## config.mk

```make
export PLATFORM = sky130hd
export DESIGN_NAME = mean_packer_flat
export DESIGN_NICKNAME = d
export VERILOG_FILES = /design/src/rtl/mean_packer_if.sv /design/src/rtl/mean_packer.sv /design/src/flat_wrapper.sv
export SDC_FILE = /design/constraint.sdc
export NUM_CORES = 1
export LEC_CHECK = 0
export ABC_AREA = 1
export BUFFER_PORTS_ARGS = -buffer_cell sky130_fd_sc_hd__buf_2
export CAP_MARGIN = 10
export CELL_PAD_IN_SITES_DETAIL_PLACEMENT = 0
export CELL_PAD_IN_SITES_GLOBAL_PLACEMENT = 1
export CORE_UTILIZATION = 35
export DETAILED_ROUTE_END_ITERATION = 8
export PLACE_DENSITY_LB_ADDON = 0.1
export SLEW_MARGIN = 20
export SYNTH_ARGS = -nofsm -noshare
export SYNTH_HDL_FRONTEND = slang
export SYNTH_SLANG_ARGS = --single-unit
```

## constraint.sdc

```tcl
create_clock -name clk -period 1.13 [get_ports clk]
set_input_delay 0.0565 -clock clk [delete_from_list [all_inputs] [get_ports clk]]
set_output_delay 0.0565 -clock clk [all_outputs]
set_load 0.02 [all_outputs]
```

## src/rtl/mean_packer_if.sv

```systemverilog
// Sample stream and packed-vector output bundle for mean_packer.
// The slave modport is the packer; the master modport is the sample source / vector consumer.
interface mean_packer_if #(
  parameter int BUS_WIDTH  = 2,
  parameter int DATA_WIDTH = 8,
  parameter int CNT_WIDTH  = 16
);
  logic                  s_valid;
  logic                  s_ready;
  logic [DATA_WIDTH-1:0] s_data;
  logic                  s_last;
  logic                  o_valid;
  logic [DATA_WIDTH-1:0] o_data [0:BUS_WIDTH-1];
  logic                  o_drop;
  logic [CNT_WIDTH-1:0]  o_vec_cnt;

  modport master (
    output s_valid, s_data, s_last,
    input  s_ready, o_valid, o_data, o_drop, o_vec_cnt
  );

  modport slave (
    input  s_valid, s_data, s_last,
    output s_ready, o_valid, o_data, o_drop, o_vec_cnt
  );
endinterface

```

## src/rtl/mean_packer.sv

```systemverilog
// Serial-to-parallel packer: collects BUS_WIDTH samples into one lane vector for the mean stage,
// emitting it with a one-cycle o_valid pulse; bursts that end early are dropped and flagged.
module mean_packer #(
  parameter int BUS_WIDTH  = 2,
  parameter int DATA_WIDTH = 8,
  parameter int CNT_WIDTH  = 16
) (
  input  logic           clk,
  input  logic           rst,
  input  logic           en,
  mean_packer_if.slave   bus
);
  localparam int IDX_W = $clog2(BUS_WIDTH);
  localparam logic [IDX_W-1:0] LAST_IDX = IDX_W'(BUS_WIDTH - 1);

  typedef enum logic {EMPTY, FILL} state_e;

  state_e                state_q, state_d;
  logic [IDX_W-1:0]      idx_q, idx_d;
  logic [DATA_WIDTH-1:0] asm_q [0:BUS_WIDTH-1];
  logic [DATA_WIDTH-1:0] asm_d [0:BUS_WIDTH-1];
  logic [DATA_WIDTH-1:0] o_data_q [0:BUS_WIDTH-1];
  logic [DATA_WIDTH-1:0] o_data_d [0:BUS_WIDTH-1];
  logic                  o_valid_q, o_valid_d;
  logic                  o_drop_q, o_drop_d;
  logic [CNT_WIDTH-1:0]  cnt_q, cnt_d;
  logic                  accept;

  assign bus.s_ready = en;
  assign accept      = bus.s_valid & en;

  always_comb begin
    state_d   = state_q;
    idx_d     = idx_q;
    asm_d     = asm_q;
    o_data_d  = o_data_q;
    o_valid_d = 1'b0;
    o_drop_d  = 1'b0;
    cnt_d     = cnt_q;
    if (accept) begin
      if (state_q == FILL && idx_q == LAST_IDX) begin
        // final lane bypasses asm so the vector is complete on this edge
        o_data_d                = asm_q;
        o_data_d[BUS_WIDTH - 1] = bus.s_data;
        o_valid_d               = 1'b1;
        cnt_d                   = cnt_q + 1'b1;
        idx_d                   = '0;
        state_d                 = EMPTY;
      end else if (bus.s_last) begin
        o_drop_d = 1'b1;
        idx_d    = '0;
        state_d  = EMPTY;
      end else begin
        asm_d[idx_q] = bus.s_data;
        idx_d        = idx_q + 1'b1;
        state_d      = FILL;
      end
    end
  end

  always_ff @(posedge clk or negedge rst) begin
    if (!rst) begin
      state_q   <= EMPTY;
      idx_q     <= '0;
      asm_q     <= '{default: '0};
      o_data_q  <= '{default: '0};
      o_valid_q <= 1'b0;
      o_drop_q  <= 1'b0;
      cnt_q     <= '0;
    end else begin
      state_q   <= state_d;
      idx_q     <= idx_d;
      asm_q     <= asm_d;
      o_data_q  <= o_data_d;
      o_valid_q <= o_valid_d;
      o_drop_q  <= o_drop_d;
      cnt_q     <= cnt_d;
    end
  end

  assign bus.o_valid   = o_valid_q;
  assign bus.o_drop    = o_drop_q;
  assign bus.o_data    = o_data_q;
  assign bus.o_vec_cnt = cnt_q;
endmodule

```

## src/flat_wrapper.sv

```systemverilog
// flat-port wrapper written by rule: the top's interface ports become plain ports
module mean_packer_flat 
#(
  parameter int BUS_WIDTH  = 2,
  parameter int DATA_WIDTH = 8,
  parameter int CNT_WIDTH  = 16
)
  (clk, rst, en, bus_s_valid, bus_s_data, bus_s_last, bus_s_ready, bus_o_valid, bus_o_data, bus_o_drop, bus_o_vec_cnt);
  mean_packer_if #(.BUS_WIDTH(BUS_WIDTH), .DATA_WIDTH(DATA_WIDTH), .CNT_WIDTH(CNT_WIDTH)) bus_i ();
  input  logic clk;
  input  logic rst;
  input  logic en;
  input wire logic [$bits(bus_i.s_valid)-1:0] bus_s_valid;
  input wire logic [$bits(bus_i.s_data)-1:0] bus_s_data;
  input wire logic [$bits(bus_i.s_last)-1:0] bus_s_last;
  output wire logic [$bits(bus_i.s_ready)-1:0] bus_s_ready;
  output wire logic [$bits(bus_i.o_valid)-1:0] bus_o_valid;
  output wire logic [$bits(bus_i.o_data)-1:0] bus_o_data;
  output wire logic [$bits(bus_i.o_drop)-1:0] bus_o_drop;
  output wire logic [$bits(bus_i.o_vec_cnt)-1:0] bus_o_vec_cnt;
  assign bus_i.s_valid = bus_s_valid;
  assign bus_i.s_data = bus_s_data;
  assign bus_i.s_last = bus_s_last;
  assign bus_s_ready = bus_i.s_ready;
  assign bus_o_valid = bus_i.o_valid;
  assign bus_o_data = {>>{bus_i.o_data}};
  assign bus_o_drop = bus_i.o_drop;
  assign bus_o_vec_cnt = bus_i.o_vec_cnt;
  mean_packer #(.BUS_WIDTH(BUS_WIDTH), .DATA_WIDTH(DATA_WIDTH), .CNT_WIDTH(CNT_WIDTH)) u_core (.clk(clk), .rst(rst), .en(en), .bus(bus_i));
endmodule
```

# Word-level counts from Yosys, hierarchy flattened
# Index checks and enable logic that the tools add are counted.
# classes
n_bitwise	4
order_cmp	2
reduce_logical	4
add_sub_neg	2
n_mux	12
# op_table
op	count
adder 16 x 1 -> 16 bit, second input constant	1
bitwise mux 16 bit	1
2-to-1 mux 1 bit	9
demux 8 bit (select 1 bit)	1
2-to-1 mux 8 bit	1
AND reduction 3 bit	1
greater-or-equal comparator 2 bit, second input constant	1
logical AND 1 bit	2
less-than comparator 2 x 1 -> 1 bit, second input constant	1
NOT 1 bit	2
NOT 1 -> 2 bit	1
AND reduction 2 bit	1
adder 1 bit, second input constant	1
bitwise AND 1 bit	1
# word_totals
out_inout_bits	35
input_bits	13
wordCells	33
register_bits	52

# Depth between registers and ports, before layout
# Gate-level depths: netlist (run 1).
# depth
depth_word	6
depth_mapped	7
depth_no_buf	7

# Worst setup path before layout (run 1)
# OpenSTA, ideal clock, no wires.
# synth_path
path_type	register -> register
start	register u_core.cnt_q[0], in the netlist u_core.bus.o_vec_cnt[0]
end	register u_core.cnt_q[8], in the netlist u_core.bus.o_vec_cnt[8]
arrival_time_ns	1.274
path_stages_with_launch	7
required_time_ns	1.050
synth_period_minus_slack_ns	1.354
setup_slack_ns	-0.224
setup_ns	0.080
path_cell_list	dfrtp_1 > ha_1 > nand2_1 > nor2_2 > nand2_2 > nor2_2 > xor2_1
# synth_via
elab_chain_cells	1
# synth_lines
item	line	text
start, declared	mean_packer.sv:26	logic [CNT_WIDTH-1:0] cnt_q, cnt_d;
start signal, assigned	mean_packer.sv:77	cnt_q <= cnt_d;
adder 16 x 1 -> 16 bit	mean_packer.sv:46	cnt_d = cnt_q + 1'b1;
# No other way between the ends.
# A chain may end at the register's enable or synchronous reset.

# Final worst setup path (run 1)
# layout_path
start	register u_core.idx_q
end	register u_core.cnt_q[4], in the netlist u_core.bus.o_vec_cnt[4]
# layout_via
elab_chain_cells	2
# layout_lines
item	line	text
start, declared	mean_packer.sv:19	logic [IDX_W-1:0] idx_q, idx_d;
start signal, assigned	mean_packer.sv:72	idx_q <= idx_d;
logical AND 1 bit	mean_packer.sv:41	if (state_q == FILL && idx_q == LAST_IDX) begin
AND reduction 2 bit (no source line)	--	
# No other way between the ends.

==> results of run 1 <==
-- layout by cell type (no fill, tap or decap), types with 2 or more instances in the layout --
cell | netlist | routed
nand3b_1 | 2 | 2
nor2_8 | 2 | 2
nor2_4 | 1 | 5
buf_2 | 1 | 46
nor2_2 | 3 | 2
nand2_1 | 67 | 59
o21ai_0 | 10 | 9
nand4_1 | 2 | 2
dlygate4sd3_1 | 0 | 3
nand2_4 | 1 | 3
xnor2_1 | 5 | 4
dfrtp_1 | 44 | 35
clkbuf_1 | 0 | 2
xor2_1 | 3 | 3
inv_1 | 20 | 20
buf_4 | 2 | 13
nand2_2 | 3 | 9
clkbuf_8 | 0 | 6
nand3_1 | 4 | 3
nor2_1 | 12 | 10
o21ai_1 | 7 | 8
dfrtp_2 | 0 | 9
nand3_2 | 2 | 2
buf_12 | 0 | 4
buf_6 | 1 | 3
-- stage by stage --
| step | instances | hold slack, ps |
|---|---|---|
| after global routing | 343 | 14.4 |
| after CTS | 341 | 0.869 |
| after floorplan | 200 | -239 |
| after detailed placement | 326 | -15.3 |
| final | 343 | 8.54 |
| after global placement | 326 | -15.8 |
-- cell usage after synthesis (3+ instances only) --
master,count
nand2_1,67
dfrtp_1,44
inv_1,20
nor2_1,12
o21ai_0,10
o21ai_1,7
xnor2_1,5
nand3_1,4
nand2_2,3
nor2_2,3
xor2_1,3
-- final timing paths --
check | from | end | slack (ps) | depth (start not counted)
max | u_core.idx_q | u_core.bus.o_vec_cnt[4] | -80 | 6
max in group asynchronous | rst | u_core.bus.o_vec_cnt[1] | 450 | 3
max reg2reg | u_core.idx_q | u_core.bus.o_vec_cnt[4] | -80 | 6
min | bus_s_data[2] | u_core.bus.o_data[2] | 9 | 3
min reg2reg | u_core.bus.o_data[15] | u_core.bus.o_data[15] | 470 | 2
min in group asynchronous | rst | u_core.bus.o_vec_cnt[15] | 200 | 2
-- metal layers --
layer  part of all wire [%]  track usage [%]  vias up
met5                      0                0        -
met4                   0.49             5.56        0
met1                     51             21.1      689
li1                       -                -      763
met2                     45             23.8       34
met3                    4.1             4.63        2
-- flip-flops by register name (all words and copies together) (netlist names) --
signal                flops
u_core.bus.o_vec_cnt     16
u_core.bus.o_valid        1
u_core.idx_q              1
u_core.bus.o_data        16
u_core.state_q            1
u_core.asm_q              8
u_core.bus.o_drop         1
-- area by class of cell --
| type | instances | area (um2) | share of cell area (%) |
|---|---|---|---|
| multi-input combinational | 131 | 768 | 29.4 |
| tap | 70 | 87.6 | 3.35 |
| sequential | 44 | 1110 | 42.6 |
| timing repair buffer | 69 | 472 | 18.0 |
| inverter | 21 | 83.8 | 3.21 |
| clock buffer | 8 | 90.1 | 3.45 |
-- kinds of logic after synthesis --
| kind of cell | Yosys count | share of synthesized area, % |
|---|---|---|
| buffers and inverters | 26 | 6.34 |
| xor gates and xnor gates | 9 | 4.55 |
| AOI/OAI and AO/OA | 20 | 5.61 |
| adders and majority gates | 1 | 0.660 |
| and+or+nand+nor | 100 | 24.8 |
| DFF | 44 | 58.1 |
-- report_power, final --
group          switching, uW  internal [uW]  total, uW
combinational            777            527       1300
sequential               241           1940       2180
clock                    495            499        994
-- worst min-delay path, delay by kind of cell --
kind | cells | cell delay, ps
AO/OA/AOI/OAI | 1 | 60
buffers and inverters | 2 | 140
-- what timing repair did --
item / in CTS / in global routing
pin swaps: 2 / 5
hold buffers: 3 / 0
hold endpoints to repair: 46 / 0
setup buffers: 3 / 2
endpoints found under the setup margin: 27 / 33
gates cloned: 1 / 0
resized for setup: 8 / 10
==> impl_metrics.tcl, run 1 <==
set metrics [dict create \
    cts_buffer_depth 2 \
    syn-num-nets 214 \
    fin_util_pct 50.5 \
    final_nets 286 \
    drc 0 \
    ys_seq_elements 44 \
    p_leak_uw 0.00145 \
    fin_setup_tns_ps -328 \
    cts.sinks 44 \
    cp.required_ps 1310 \
    status "complete, but fails checks" \
    ys_seq_area_share_pct 58.1 \
    worst_pin_slew_ps 344 \
    critPathKind "reg -> reg" \
    vias 1488 \
    cp-start-kind "flop" \
    via_per_inst 4.34 \
    ant_nets 0 \
    synthArstFlopShare_pct 100 \
    arrival_ps 1380 \
    critPathCaptureType "flop" \
    skew_ps 3.94 \
    wl_per_cell_um 11.3 \
    synthTopCellsByArea "dfrtp_1 (58%), nand2_1 (13%), inv_1 (4.0%), o21ai_0 (2.6%), nor2_1 (2.4%)" \
    dpl_worst_slack_ps -66.9 \
    crit_buf_inv 1 \
    synth_area_per_cell_um2 9.48 \
    placed_cell_area_mm2 0.00237 \
    synth_top_area_share_pct 58.1 \
    cts_tree "done" \
    vdd_ir_drop_max_mv 0.696 \
    synth_cell_type_count 28 \
    setup_ws_ps -77.0 \
    min_period_ps 1210 \
    die_w_um 75.6 \
    ioPinCount 48 \
    finalPower_uw 4480 \
    final-setup-viol-count 14 \
    power_density_mw_per_mm2 1710 \
    synth-edff-count 0 \
    drt-initial-drc-count 51 \
    synth_warnings 0 \
    area_delta_synth_final_pct 37.9 \
    min_path_type "in -> reg" \
    dr.pass1.iters 3 \
    wl_um 3880 \
    cp_slowest_stage_delay_ps 410 \
    dp_hpwl_um 2740 \
    fmax_ghz 0.829 \
    gp_congestion 0.679 \
    cts_root_buf "clkbuf_8" \
    fin_area_mm2 0.00261 \
    antenna_cells 0 \
    synthCells 200 \
    yosys_most_used_dff "dfrtp_1" \
    fillers 515 \
    drv_cap 0 \
    crit_chain "nand2_4 > nor2_8 > inv_6 > nor2_4 > nand2_1 > xnor2_1" \
    max_slew_margin_pct 77.0 \
    clk_latency_ps 290 \
    synth_top_area_cell "dfrtp_1" \
    overflow 0 \
    violations "setup timing" \
    coreArea_mm2 0.00517 \
    drv_slew 0 \
    cts_max_level 2 \
    cts_made_buffers 5 \
    grt_pass1_vias 1410 \
    die-area_mm2 0.00571 \
    rows 26 \
    initial_utilization_pct 36.6 \
    syn_area_mm2 0.00190 \
    drive_gt1_share_pct 40.3 \
    antenna_found_initial 0 \
    hold_viol 0 \
    grt_first_pass_wirelength_um 6490 \
    io_buffers 47 \
    clk_pin_slew_ps 80 \
    cp_max_fo 5 \
    gr-usage-all-layers_pct 15.6 \
    worst_path_dominant_cell_family "simple AND/OR/NAND/NOR gates" \
    finalCritPeriodShare_pct 107 \
    grt_max_degree 33 \
    die_y_um 75.6 \
    cpMaxStageDelayCell "dfrtp_1" \
    rsz0062_at_grt "yes" \
]
No activity file was read; power rests on OpenSTA's default activity.
==> run 2: changes to the inputs <==
BUFFER_PORTS_ARGS = unset   (was -buffer_cell sky130_fd_sc_hd__buf_2)
CORE_UTILIZATION = 42   (was 35)
DONT_BUFFER_PORTS = 1   (was unset)
==> run 2 against run 1 <==
- die area decreased by 16%
- critical endpoint is now u_core.bus.o_vec_cnt[13]
- utilization up 7.5 points
- sequential cell count did not move
- largest power group unchanged
- total power is 6.1% lower
- the flow still finishes with violations (setup timing)
- highest routed layer unchanged
==> impl_metrics.tcl, run 2 (synthesized netlist as in run 1, its figures left out) <==
set metrics [dict create \
    status "complete, but fails checks" \
    violations "setup timing" \
    cts_tree "done" \
    fin_area_mm2 0.00252 \
    rsz0062_at_grt "yes" \
    hold_viol 0 \
    cp_max_fo 5 \
    drc 0 \
    stdcell_count 296 \
    grt_first_pass_wirelength_um 6380 \
    placedCellCount 268 \
    clk_latency_ps 290 \
    drv_cap 0 \
    max_slew_margin_pct 83.2 \
    wl_per_cell_um 13.7 \
    final_common_cell "nand2_1" \
    drv_slew 0 \
    antenna_cells 0 \
    die_w_um 69.2 \
    skew_ps 2.24 \
    ant_nets 0 \
    drive_gt1_share_pct 29.5 \
    placed_cell_area_mm2 0.00214 \
    rows 24 \
    antenna_found_initial 0 \
    coreArea_mm2 0.00435 \
    area_delta_synth_final_pct 33.2 \
    worst_pin_slew_ps 252 \
    setup_ws_ps -59.5 \
    io_buffers 0 \
    fin_setup_tns_ps -419 \
    wl_um 4050 \
    worstRegToRegCells 7 \
    fin_hold_ws_ps 6.55 \
    power_density_mw_per_mm2 1660 \
    fmax_ghz 0.841 \
    min_path_type "in -> reg" \
    cts_max_level 2 \
    clk_pin_slew_ps 80 \
    critPathCaptureType "flop" \
    overflow 0 \
    cts_buffer_depth 2 \
    whs_path_depth 2 \
    finalCritPeriodShare_pct 105 \
    cts_root_buf "clkbuf_8" \
    cts_made_buffers 5 \
    ioPinCount 48 \
    mostFrequentLayoutCells "nand2_1 (65), dfrtp_1 (35), buf_4 (25)" \
    grt_max_degree 45 \
    drt-initial-drc-count 77 \
    cp-start-kind "flop" \
    dr.pass1.iters 6 \
    critPathKind "reg -> reg" \
    min_period_ps 1190 \
    final-setup-viol-count 20 \
    gp_congestion 0.766 \
    cp.required_ps 1310 \
    die_y_um 69.2 \
    via_per_inst 4.77 \
    fin_util_pct 58.0 \
    gr-usage-all-layers_pct 16.9 \
    grt_pass1_vias 1342 \
    cts.sinks 44 \
    initial_utilization_pct 43.5 \
    final_nets 258 \
    vias 1413 \
    vdd_ir_drop_max_mv 0.923 \
    dp_hpwl_um 2480 \
    arrival_ps 1370 \
    p_leak_uw 0.00133 \
    die-area_mm2 0.00479 \
]
==> run 2: critical path: stages (launching register included) <==
cell and delay, ps:
dfrtp_2 420, nand3_2 120, nor2_4 160, nand2_4 80, nor2_8 130, nand2_1 60
nand2_1 50, nand2_1 50
==> run 2: layer usage <==
layer / GRT usage, % / wire [um]
met1: 22.6 / 1910
met2: 26.5 / 1960
met4: 4.76 / 27
met3: 5.23 / 149
met5: 0 / 0
==> run 2: final timing paths <==
| check | startpoint | end | slack, ps |
|---|---|---|---|
| min in group asynchronous | rst | u_core.asm_q[9] | 260 |
| worst min register to register | u_core.asm_q[13] | u_core.bus.o_data[13] | 480 |
| worst min-delay path | en | u_core.bus.o_drop | 7 |
| worst max register to register | u_core.bus.o_vec_cnt[0] | u_core.bus.o_vec_cnt[13] | -60 |
| max in group asynchronous | rst | u_core.bus.o_vec_cnt[9] | 650 |
| worst max-delay path | u_core.bus.o_vec_cnt[0] | u_core.bus.o_vec_cnt[13] | -60 |
==> run 2: area by class of cell <==
type / instances / area (um2)
clock buffer: 5 / 68.8
clock inverter: 2 / 12.5
fill: 375 / 1830
inverter: 21 / 86.3
multi-input combinational: 131 / 754
sequential: 44 / 1110
tap: 52 / 65.1
timing repair buffer: 41 / 425
==> run 2: metrics by stage <==
stage / power, uW / setup slack, ps
floorplan: 2920 / -53.9
finish: 4200 / -59.5
global route: 4450 / -132
CTS: 4170 / -42.1
detailed placement: 3140 / -37.5
global placement: 3100 / -15.7
==> run 2: timing repair <==
item / CTS / global route
hold endpoints to repair: 62 / 0
resized for setup: 1 / 11
buffers inserted: 3 / 3
setup endpoints to repair: 12 / 39
gates cloned: 0 / 4
pin swaps: 1 / 4
hold buffers: 11 / 0
==> run 2: report_power, final <==
| part | switching [uW] | internal (uW) | total (uW) |
|---|---|---|---|
| clock network | 520 | 419 | 939 |
| logic | 404 | 351 | 755 |
| registers | 572 | 1940 | 2510 |
==> run 3: changes to the inputs <==
GPL_TIMING_DRIVEN = 0   (was unset)
SLEW_MARGIN = unset   (was 20)
==> run 3 against run 2 <==
- sequential power increased by 4%
- clock skew grew 1.0 ps
- the flow still finishes with violations (setup timing)
- highest routed layer unchanged
- register-to-register slack got worse by 70 ps
- clock power grew 11%
- first-iteration DRC count decreased by 44%
==> impl_metrics.tcl, run 3 (synthesized netlist as in run 1, its figures left out) <==
set metrics [dict create \
    rrSetupSlack_ps -130 \
    vdd_ir_drop_max_mv 0.816 \
    hold_end "u_core.bus.o_drop" \
    drt-initial-drc-count 43 \
    wl_per_cell_um 13.9 \
    cts_root_buf "clkbuf_8" \
    grt_max_degree 45 \
    clk_pin_slew_ps 80 \
    die_y_um 69.2 \
    setup_ws_ps -129 \
    min_period_ps 1260 \
    stdcell_count 282 \
    mostFrequentLayoutCells "nand2_1 (55), dfrtp_1 (33), inv_1 (19)" \
    io_buffers 0 \
    max_slew_margin_pct 78.7 \
    cp-start-kind "flop" \
    ant_nets 0 \
    fin_util_pct 56.3 \
    fillers 385 \
    placedCellCount 252 \
    status "complete, but fails checks" \
    cp_max_fo 4 \
    drv_slew 0 \
    antenna_found_initial 0 \
    holdCritStartpoint "en" \
    dp_hpwl_um 2530 \
    whs_path_depth 2 \
    dr.pass1.iters 4 \
    ioPinCount 48 \
    cts_buffer_depth 2 \
    skew_ps 3.28 \
    fin_setup_tns_ps -2110 \
    worst_pin_slew_ps 320 \
    final_common_cell "nand2_1" \
    via_per_inst 4.78 \
    die-area_mm2 0.00479 \
    hold_viol 0 \
    final-setup-viol-count 28 \
    drive_gt1_share_pct 29.1 \
    coreArea_mm2 0.00435 \
    fmax_ghz 0.794 \
    final_nets 243 \
    crit_chain "ha_4 > nand2_4 > nor2_4 > nand2_2 > nor2_2 > xor2_1" \
    rows 24 \
    rsz0062_at_grt "yes" \
    min_path_type "in -> reg" \
    rr_endpoint "u_core.bus.o_vec_cnt[8]" \
    area_delta_synth_final_pct 29.3 \
    finalCritPeriodShare_pct 111 \
    cts_made_buffers 5 \
    worstRegToRegCells 6 \
    gp_congestion 0.705 \
    multi_input_area_um2 769 \
    placed_cell_area_mm2 0.00201 \
    fin_area_mm2 0.00245 \
    cts_tree "done" \
    power_density_mw_per_mm2 1750 \
    drv_cap 0 \
    wl_um 3920 \
    violations "setup timing" \
    drc 0 \
    r2r-start "u_core.bus.o_vec_cnt[0]" \
    grt_pass1_vias 1361 \
    initial_utilization_pct 43.5 \
    vias 1349 \
    regArea_mm2 0.00111 \
    critPathKind "reg -> reg" \
    crit_buf_inv 0 \
    worst_path_dominant_cell_family "flip-flops" \
    grt_first_pass_wirelength_um 6770 \
    die_w_um 69.2 \
    cpMaxStageDelayCell "dfrtp_2" \
    gr-usage-all-layers_pct 18.0 \
    finalPower_uw 4280 \
    p_leak_uw 0.00126 \
    cts.sinks 44 \
    critPathCaptureType "flop" \
    cts_max_level 2 \
    cp_slowest_stage_delay_ps 490 \
    antenna_cells 0 \
    overflow 0 \
    cp.required_ps 1360 \
    clk_latency_ps 300 \
    arrival_ps 1490 \
]
run 3: report_power, final:
| group | internal [uW] | total (uW) | switching [uW] |
|---|---|---|---|
| registers | 1940 | 2620 | 686 |
| clock network | 495 | 1040 | 546 |
| logic | 305 | 613 | 308 |
run 3: per-stage QoR:
stage / hold WS, ps / worst slack (ps)
after detailed placement: -238 / -164
final: 41.4 / -129
after CTS: 35.4 / -153
after global placement: -238 / -139
after floorplan: -239 / -53.9
after global routing: 60.8 / -233
run 3: how the worst max path moves through the flow:
stage	startpoint	endpoint	cells past startpoint
2_1_floorplan	u_core.bus.o_vec_cnt[0]	u_core.bus.o_vec_cnt[13]	7
4_1_cts	u_core.bus.o_vec_cnt[1]	u_core.bus.o_vec_cnt[11]	7
3_3_place_gp	u_core.bus.o_vec_cnt[1]	u_core.bus.o_vec_cnt[13]	7
6_report	u_core.bus.o_vec_cnt[0]	u_core.bus.o_vec_cnt[8]	6
5_1_grt	u_core.bus.o_vec_cnt[1]	u_core.bus.o_vec_cnt[13]	7
3_5_place_dp	u_core.bus.o_vec_cnt[0]	u_core.bus.o_vec_cnt[11]	7
run 3: final cells by class:
class	count	area share (%)
flip-flops and latches	44	45.5
multi-input cells	131	31.4
repair buffers	21	10.5
inverters	21	3.42
clock buffers	6	3.37
well taps	52	2.65
plain buffers	5	2.55
clock inverters	2	0.613
run 3: what timing repair did:
action	CTS	global route
pin swaps	4	16
resized for setup	13	23
endpoints found under the setup margin	34	38
hold buffers	11	0
cloned	3	0
hold endpoints to repair	62	0
setup buffers	5	3
run 3: routing by layer:
layer	GRT usage, %	wire length, um	vias up
met4	4.76	46	0
li1	-	-	675
met1	23.4	1780	636
met2	28.4	1880	33
met3	6.54	218	5
met5	0	0	-
